<file path="src/rtl/cache_control_pkg.sv">
// ---------------------------------------------------------------------------
// cache_control_pkg
//   Shared types and constants for the L1 data cache controller.
//   cache_state_t  : controller FSM states
//   lc3b_set_idx   : set index of the default 8-set cache
//   PMEM_SEL_*     : encodings of pmem_addr_sel
//   way_onehot()   : way number -> one-hot load_way vector
// ---------------------------------------------------------------------------
package cache_control_pkg;

   localparam int unsigned DEF_SET_BITS = 3;

   typedef logic [DEF_SET_BITS-1:0] lc3b_set_idx;

   typedef enum logic [1:0] {
      IDLE,
      WRITEBACK,
      ALLOCATE
   } cache_state_t;

   localparam logic [1:0] PMEM_SEL_CPU  = 2'd0;
   localparam logic [1:0] PMEM_SEL_WAY0 = 2'd1;
   localparam logic [1:0] PMEM_SEL_WAY1 = 2'd2;

   function automatic logic [1:0] way_onehot(input logic way);
      return way ? 2'b10 : 2'b01;
   endfunction

endpackage

</file>
<file path="src/rtl/cache_control_if.sv">
// ---------------------------------------------------------------------------
// cache_control_if
//   Signal bundle between the cache controller and its surroundings
//   (CPU port, cache datapath status/controls, physical memory handshake).
//   modport slave  : the controller (cache_control)
//   modport master : the environment driving requests and status
// ---------------------------------------------------------------------------
interface cache_control_if #(
   parameter int unsigned SET_BITS = 3
);
   // CPU side
   logic                mem_read;
   logic                mem_write;
   logic [1:0]          mem_byte_enable;
   logic                mem_resp;
   // datapath status
   logic [SET_BITS-1:0] set_idx;
   logic                hit0;
   logic                hit1;
   logic                dirty0;
   logic                dirty1;
   // datapath controls
   logic [1:0]          load_way;
   logic                data_sel;
   logic                set_dirty;
   logic                clr_dirty;
   logic [1:0]          pmem_addr_sel;
   // physical memory
   logic                pmem_read;
   logic                pmem_write;
   logic                pmem_resp;

   modport slave (
      input  mem_read, mem_write, mem_byte_enable, set_idx,
             hit0, hit1, dirty0, dirty1, pmem_resp,
      output mem_resp, load_way, data_sel, set_dirty, clr_dirty,
             pmem_addr_sel, pmem_read, pmem_write
   );

   modport master (
      output mem_read, mem_write, mem_byte_enable, set_idx,
             hit0, hit1, dirty0, dirty1, pmem_resp,
      input  mem_resp, load_way, data_sel, set_dirty, clr_dirty,
             pmem_addr_sel, pmem_read, pmem_write
   );
endinterface

</file>
<file path="src/rtl/cache_control_lru.sv">
// ---------------------------------------------------------------------------
// cache_lru
//   One LRU bit per set; bit value = way to evict next.
//   i_rd_idx / o_rd_val      : asynchronous read port
//   i_wr_idx / i_we / i_wr_val: synchronous write port
//   reset clears every bit to 0 (synchronous, active-high).
// ---------------------------------------------------------------------------
module cache_lru #(
   parameter int unsigned SET_BITS = 3
) (
   input  logic                clk,
   input  logic                reset,
   input  logic [SET_BITS-1:0] i_rd_idx,
   output logic                o_rd_val,
   input  logic [SET_BITS-1:0] i_wr_idx,
   input  logic                i_we,
   input  logic                i_wr_val
);
   localparam int unsigned NUM_SETS = 2**SET_BITS;

   logic [NUM_SETS-1:0] r_lru;

   always_ff @(posedge clk) begin
      if (reset)
         r_lru <= '0;
      else if (i_we)
         r_lru[i_wr_idx] <= i_wr_val;
   end

   assign o_rd_val = r_lru[i_rd_idx];
endmodule

</file>
<file path="src/rtl/cache_control.sv">
// ---------------------------------------------------------------------------
// cache_control
//   Control FSM of the 2-way set-associative L1 data cache.
//   Hits complete in the IDLE cycle (write hits merge into the hit way);
//   misses write back a dirty victim, fill the line, then re-evaluate as a hit.
//   Ports: clk, reset (synchronous, active-high), bus (cache_control_if.slave)
// ---------------------------------------------------------------------------
module cache_control
   import cache_control_pkg::*;
#(
   parameter int unsigned SET_BITS = 3
) (
   input  logic          clk,
   input  logic          reset,
   cache_control_if.slave bus
);

   cache_state_t r_state, w_next;
   logic         r_victim, w_victim_next;

   logic w_lru_rd, w_lru_we, w_lru_val;
   logic w_is_write, w_req, w_hit, w_hit_way, w_victim_dirty;

   logic       w_mem_resp, w_data_sel, w_set_dirty, w_clr_dirty;
   logic       w_pmem_read, w_pmem_write;
   logic [1:0] w_load_way, w_pmem_addr_sel;

   cache_lru #(.SET_BITS(SET_BITS)) u_lru (
      .clk      (clk),
      .reset    (reset),
      .i_rd_idx (bus.set_idx),
      .o_rd_val (w_lru_rd),
      .i_wr_idx (bus.set_idx),
      .i_we     (w_lru_we),
      .i_wr_val (w_lru_val)
   );

   // write wins when both request lines are up; hit0 wins over hit1
   assign w_is_write     = bus.mem_write;
   assign w_req          = bus.mem_read | bus.mem_write;
   assign w_hit          = bus.hit0 | bus.hit1;
   assign w_hit_way      = ~bus.hit0 & bus.hit1;
   assign w_victim_dirty = w_lru_rd ? bus.dirty1 : bus.dirty0;

   always_ff @(posedge clk) begin
      if (reset) begin
         r_state  <= IDLE;
         r_victim <= 1'b0;
      end else begin
         r_state  <= w_next;
         r_victim <= w_victim_next;
      end
   end

   always_comb begin
      w_next          = r_state;
      w_victim_next   = r_victim;
      w_lru_we        = 1'b0;
      w_lru_val       = ~w_hit_way;
      w_mem_resp      = 1'b0;
      w_load_way      = 2'b00;
      w_data_sel      = 1'b0;
      w_set_dirty     = 1'b0;
      w_clr_dirty     = 1'b0;
      w_pmem_addr_sel = PMEM_SEL_CPU;
      w_pmem_read     = 1'b0;
      w_pmem_write    = 1'b0;

      // outputs are held off while reset is high so an abandoned fill
      // cannot load the arrays on a late pmem_resp
      if (!reset) begin
         unique case (r_state)
            IDLE: begin
               if (w_is_write && (bus.mem_byte_enable == 2'b00)) begin
                  w_mem_resp = 1'b1;
               end else if (w_req && w_hit) begin
                  w_mem_resp = 1'b1;
                  w_lru_we   = 1'b1;
                  if (w_is_write) begin
                     w_load_way  = way_onehot(w_hit_way);
                     w_set_dirty = 1'b1;
                  end
               end else if (w_req) begin
                  w_victim_next = w_lru_rd;
                  w_next        = w_victim_dirty ? WRITEBACK : ALLOCATE;
               end
            end
            WRITEBACK: begin
               w_pmem_write    = 1'b1;
               w_pmem_addr_sel = r_victim ? PMEM_SEL_WAY1 : PMEM_SEL_WAY0;
               if (bus.pmem_resp)
                  w_next = ALLOCATE;
            end
            ALLOCATE: begin
               w_pmem_read = 1'b1;
               if (bus.pmem_resp) begin
                  w_load_way  = way_onehot(r_victim);
                  w_data_sel  = 1'b1;
                  w_clr_dirty = 1'b1;
                  w_next      = IDLE;
               end
            end
            default: w_next = IDLE;
         endcase
      end
   end

   assign bus.mem_resp      = w_mem_resp;
   assign bus.load_way      = w_load_way;
   assign bus.data_sel      = w_data_sel;
   assign bus.set_dirty     = w_set_dirty;
   assign bus.clr_dirty     = w_clr_dirty;
   assign bus.pmem_addr_sel = w_pmem_addr_sel;
   assign bus.pmem_read     = w_pmem_read;
   assign bus.pmem_write    = w_pmem_write;

endmodule

</file>
<file path="src/flat_wrapper.sv">
// flat-port wrapper written by rule: the top's interface ports become plain ports
module cache_control_flat import cache_control_pkg::*;
#(
   parameter int unsigned SET_BITS = 3
)
  (clk, reset, bus_mem_read, bus_mem_write, bus_mem_byte_enable, bus_set_idx, bus_hit0, bus_hit1, bus_dirty0, bus_dirty1, bus_pmem_resp, bus_mem_resp, bus_load_way, bus_data_sel, bus_set_dirty, bus_clr_dirty, bus_pmem_addr_sel, bus_pmem_read, bus_pmem_write);
  cache_control_if #(.SET_BITS(SET_BITS)) bus_i ();
  input  logic clk;
  input  logic reset;
  input wire logic [$bits(bus_i.mem_read)-1:0] bus_mem_read;
  input wire logic [$bits(bus_i.mem_write)-1:0] bus_mem_write;
  input wire logic [$bits(bus_i.mem_byte_enable)-1:0] bus_mem_byte_enable;
  input wire logic [$bits(bus_i.set_idx)-1:0] bus_set_idx;
  input wire logic [$bits(bus_i.hit0)-1:0] bus_hit0;
  input wire logic [$bits(bus_i.hit1)-1:0] bus_hit1;
  input wire logic [$bits(bus_i.dirty0)-1:0] bus_dirty0;
  input wire logic [$bits(bus_i.dirty1)-1:0] bus_dirty1;
  input wire logic [$bits(bus_i.pmem_resp)-1:0] bus_pmem_resp;
  output wire logic [$bits(bus_i.mem_resp)-1:0] bus_mem_resp;
  output wire logic [$bits(bus_i.load_way)-1:0] bus_load_way;
  output wire logic [$bits(bus_i.data_sel)-1:0] bus_data_sel;
  output wire logic [$bits(bus_i.set_dirty)-1:0] bus_set_dirty;
  output wire logic [$bits(bus_i.clr_dirty)-1:0] bus_clr_dirty;
  output wire logic [$bits(bus_i.pmem_addr_sel)-1:0] bus_pmem_addr_sel;
  output wire logic [$bits(bus_i.pmem_read)-1:0] bus_pmem_read;
  output wire logic [$bits(bus_i.pmem_write)-1:0] bus_pmem_write;
  assign bus_i.mem_read = bus_mem_read;
  assign bus_i.mem_write = bus_mem_write;
  assign bus_i.mem_byte_enable = bus_mem_byte_enable;
  assign bus_i.set_idx = bus_set_idx;
  assign bus_i.hit0 = bus_hit0;
  assign bus_i.hit1 = bus_hit1;
  assign bus_i.dirty0 = bus_dirty0;
  assign bus_i.dirty1 = bus_dirty1;
  assign bus_i.pmem_resp = bus_pmem_resp;
  assign bus_mem_resp = bus_i.mem_resp;
  assign bus_load_way = bus_i.load_way;
  assign bus_data_sel = bus_i.data_sel;
  assign bus_set_dirty = bus_i.set_dirty;
  assign bus_clr_dirty = bus_i.clr_dirty;
  assign bus_pmem_addr_sel = bus_i.pmem_addr_sel;
  assign bus_pmem_read = bus_i.pmem_read;
  assign bus_pmem_write = bus_i.pmem_write;
  cache_control #(.SET_BITS(SET_BITS)) u_core (.clk(clk), .reset(reset), .bus(bus_i));
endmodule
</file>
<file path="config.mk">
export PLATFORM = sky130hd
export DESIGN_NAME = cache_control_flat
export DESIGN_NICKNAME = d
export VERILOG_FILES = /design/src/rtl/cache_control_pkg.sv /design/src/rtl/cache_control_if.sv /design/src/rtl/cache_control_lru.sv /design/src/rtl/cache_control.sv /design/src/flat_wrapper.sv
export SDC_FILE = /design/constraint.sdc
export NUM_CORES = 1
export LEC_CHECK = 0
export ABC_AREA = 1
export ABC_CLOCK_PERIOD_IN_PS = 1650
export BUFFER_PORTS_ARGS = -buffer_cell sky130_fd_sc_hd__buf_2
export CAP_MARGIN = 10
export CORE_MARGIN = 2
export CORE_UTILIZATION = 30
export CTS_CLUSTER_DIAMETER = 150
export CTS_CLUSTER_SIZE = 8
export DETAILED_ROUTE_END_ITERATION = 16
export PLACE_DENSITY = 0.55
export SYNTH_ARGS = -nofsm -noshare
export SYNTH_HDL_FRONTEND = slang
export SYNTH_SLANG_ARGS = --single-unit
</file>
<file path="constraint.sdc">
create_clock -name clk -period 1.65 [get_ports clk]
set_input_delay 0.2475 -clock clk [delete_from_list [all_inputs] [get_ports clk]]
set_output_delay 0.2475 -clock clk [all_outputs]
set_load 0.01 [all_outputs]
</file>
==> impl_metrics.ini <==
[synth]
netlist.area_leader.share_pct = 26.99
synth_compound_area_share_pct = 3.067
synth_area_per_cell_um2 = 5.403
syn_nets = 165
synth_top_family_by_area = simple AND/OR/NAND/NOR gates
library_cell_occupying_the_most_area_in_the_post_synthesis_netlist = sky130_fd_sc_hd__dfxtp_1
yosys.area_share.simple_pct = 54.75
synth_seq_area_share_pct = 26.99
yosys.cell_types.count = 18
total_of_flip_flops_plus_latches_after_synthesis = 11
synth_warnings = 0
yosys.area_share.adder_pct = 0
synth.mux.area_fraction_pct = 0
synth-xor-area-share_pct = 0
syn-cell-area_um2 = 815.8
postSynthCellCount = 151
synthTopCellsByArea = sky130_fd_sc_hd__dfxtp_1 27%, sky130_fd_sc_hd__nand2_1 20%, sky130_fd_sc_hd__nor2_1 17%

[timing]
finalHoldViolCount = 0
timing.clock.skew_ps = 2.239
worstMarginPinSlew_ps = 289.8
highest_attainable_clock_frequency_ghz = 0.6190
unrepaired_setup_endpoints_after_global_routing = true
final_max_slew_viol_count = 0
slew_headroom_pct = 80.50
timing.final.crit_share_pct = 97.91
setup_viol_count_final = 0
min_period_ps = 1615

[drt]
average_wire_per_cell_in_the_routed_design_um = 9.164
vias_per_cell = 4.386
remaining_drc_errors = 0
vias = 908
ant_nets = 0
drt-initial-drc-count = 15
firstDrtPassIters = 4
postRouteWirelength_um = 1897

[clock_network]
cts_max_path_buffers = 2
clock_latency_ps = 280
cts_max_level = 1
cts_sinks = 11
path_clk_slew_ps = 80
tritoncts = built
root_buffer = sky130_fd_sc_hd__clkbuf_4
ctsHoldBuffers = 0
numCtsBuffers = 3

[global_route]
wire_length_of_the_first_global_routing_pass_um = 3360
gr_util_met2_pct = 21.34
maximum_number_of_pins_on_one_net_before_global_route_repair = 11
grt.busiest_layer = met2
globalRouteMet3Util_pct = 3.721
groute.usage.overall_pct = 13.32
grt.overflow.total = 0
gr-usage-met1_pct = 15.87
via_count_of_the_first_global_routing_pass = 833
grt_antenna_before_repair = 0

[cells_and_area]
final_cell_mix = 44 x sky130_fd_sc_hd__nand2_1, 35 x sky130_fd_sc_hd__nor2_1, 25 x sky130_fd_sc_hd__inv_1, 23 x sky130_fd_sc_hd__buf_2
finish.instance_area_um2 = 1003
drive_gt1_share_pct = 22.60
final_layout_net_count = 192
final_core_utilization_pct = 39.78
mostFrequentLayoutCell = sky130_fd_sc_hd__nand2_1
filler_cell_count = 307
area_growth_syn_to_layout_pct = 23.01
num_antenna_cells = 0

[worst_setup_path]
worst_path_most_repeated_cell = sky130_fd_sc_hd__nor2_4
wp_data_required_ps = 1400
worstRegToRegCells = 8
critical_path.max_stage_delay_ps = 360
rrSetupSlack_ps = 430
crit_fanout = 6
worst_r2r_endpoint = u_core.u_lru.r_lru[4]
worst_ep_arrival_time_ps = 1370
worst_path_max_delay_cell = sky130_fd_sc_hd__dfxtp_2
cp_cell_sequence = nor2_4, nand2_2, nor2_4, nand3_1, a21oi_1, buf_2
worst_r2r_startpoint = u_core.r_state[0]
kind_of_end_point_of_the_critical_path = primary output
setup_cp_type = flip-flop to primary output
start_kind = flip-flop

[floorplan]
start_util_pct = 32.34
io_pins = 24
die_width_um = 56.15
die_area_um2 = 3152
floorplan_core_area_um2 = 2522
chipHeight_um = 56.15
num_rows = 18

[pwr]
finalPower_mw = 0.6629
power.ir.vdd_worst_mv = 0.3773
static-leakage-power_nw = 0.5363
power-per-cell-area_nw_per_um2 = 660.6

[placed_design]
detailed_place.area_um2 = 960.9
gp_congestion = 0.8018
quantity_of_i_o_buffers_inserted_on_ports = 23
dp_hpwl_um = 1512

[outcome]
status = completed

[min_path]
min-delay-path-class = input pin to flip-flop
endpoint_with_the_worst_hold_slack = u_core.u_lru.r_lru[5]
worst_hold_startpoint = reset
hold_depth = 2

[run]
drv.max_cap_violation_count = 0
==> per-stage QoR <==
| step | instances | hold WS, ps | setup TNS, ps | worst slack (ps) |
|---|---|---|---|---|
| 4_1_cts | 206 | 251.7 | 0 | 7.774 |
| 5_1_grt | 207 | 275.6 | -104.5 | -55.73 |
| 3_5_place_dp | 202 | 454.7 | 0 | 253.4 |
| 2_1_floorplan | 151 | 416.5 | 0 | 269.9 |
| 6_report | 207 | 264.6 | 0 | 34.53 |
| 3_3_place_gp | 202 | 451.4 | 0 | 299.6 |
==> cells in the mapped netlist, drive strengths merged <==
cell type,n
nor3,2
nand4,2
o21ai,1
nor2,41
nor4,2
dfxtp,11
buf,4
nand3b,1
a21oi,4
inv,27
nand2,46
nand3,10
==> timing repair <==
action | CTS | global route
gates cloned | 0 | 0
setup endpoints to repair | 2 | 4
setup buffers | 0 | 1
gates resized for setup | 2 | 1
pin swaps | 0 | 2
==> power breakdown <==
part / switching [mW] / internal [mW] / leakage, nW
sequential: 0.00999 / 0.277 / 0.0897
clock: 0.104 / 0.0938 / 0.0150
combinational: 0.110 / 0.0689 / 0.432
total: 0.223 / 0.439 / 0.536
==> critical path, delay by kind of cell, from the launching register on <==
family / cells / cell delay, ps
AND/OR/NAND/NOR: 4 / 460
flip-flops: 1 / 360
AO/OA/AOI/OAI: 1 / 130
buffers and inverters: 1 / 140
==> layer usage <==
metal / part of all wire (%) / wire [um]
met5: 0 / 0
met4: 2.8 / 53
met3: 5.0 / 95
met2: 46 / 870
met1: 46 / 877
==> area by class of cell <==
| cell class | count | area [um2] | area share, % |
|---|---|---|---|
| clock buffers | 4 | 26.28 | 2.618 |
| inverters | 27 | 101.3 | 10.10 |
| multi-input cells | 109 | 479.2 | 47.76 |
| flip-flops and latches | 11 | 221.5 | 22.07 |
| well taps | 30 | 37.54 | 3.741 |
| repair buffers | 26 | 137.6 | 13.72 |
==> cells by family (layout without fill, tap and decap cells) <==
kind of cell,count (synthesis),in the layout
simple gates,104,104
compound gates,5,5
buf+inv,31,57
flops,11,11
==> state kept, by name, indices dropped and copies added, names as in the netlist <==
register and flops:
u_core.r_victim 1, u_core.u_lru.r_lru 8, u_core.r_state 2
==> how the worst max path moves through the flow <==
| stage | from | end | slack, ps | depth (start not counted) |
|---|---|---|---|---|
| 6_report | u_core.r_state[0] | bus_load_way[0] | 30 | 6 |
| 5_1_grt | u_core.r_state[0] | bus_load_way[0] | -60 | 6 |
| 3_5_place_dp | u_core.r_state[0] | bus_load_way[0] | 250 | 6 |
| 3_3_place_gp | u_core.r_state[0] | bus_load_way[0] | 300 | 6 |
| 2_1_floorplan | reset | bus_data_sel | 270 | 3 |
| 4_1_cts | u_core.r_state[1] | bus_load_way[0] | 8 | 6 |
Power figures use the tool's default switching activity.
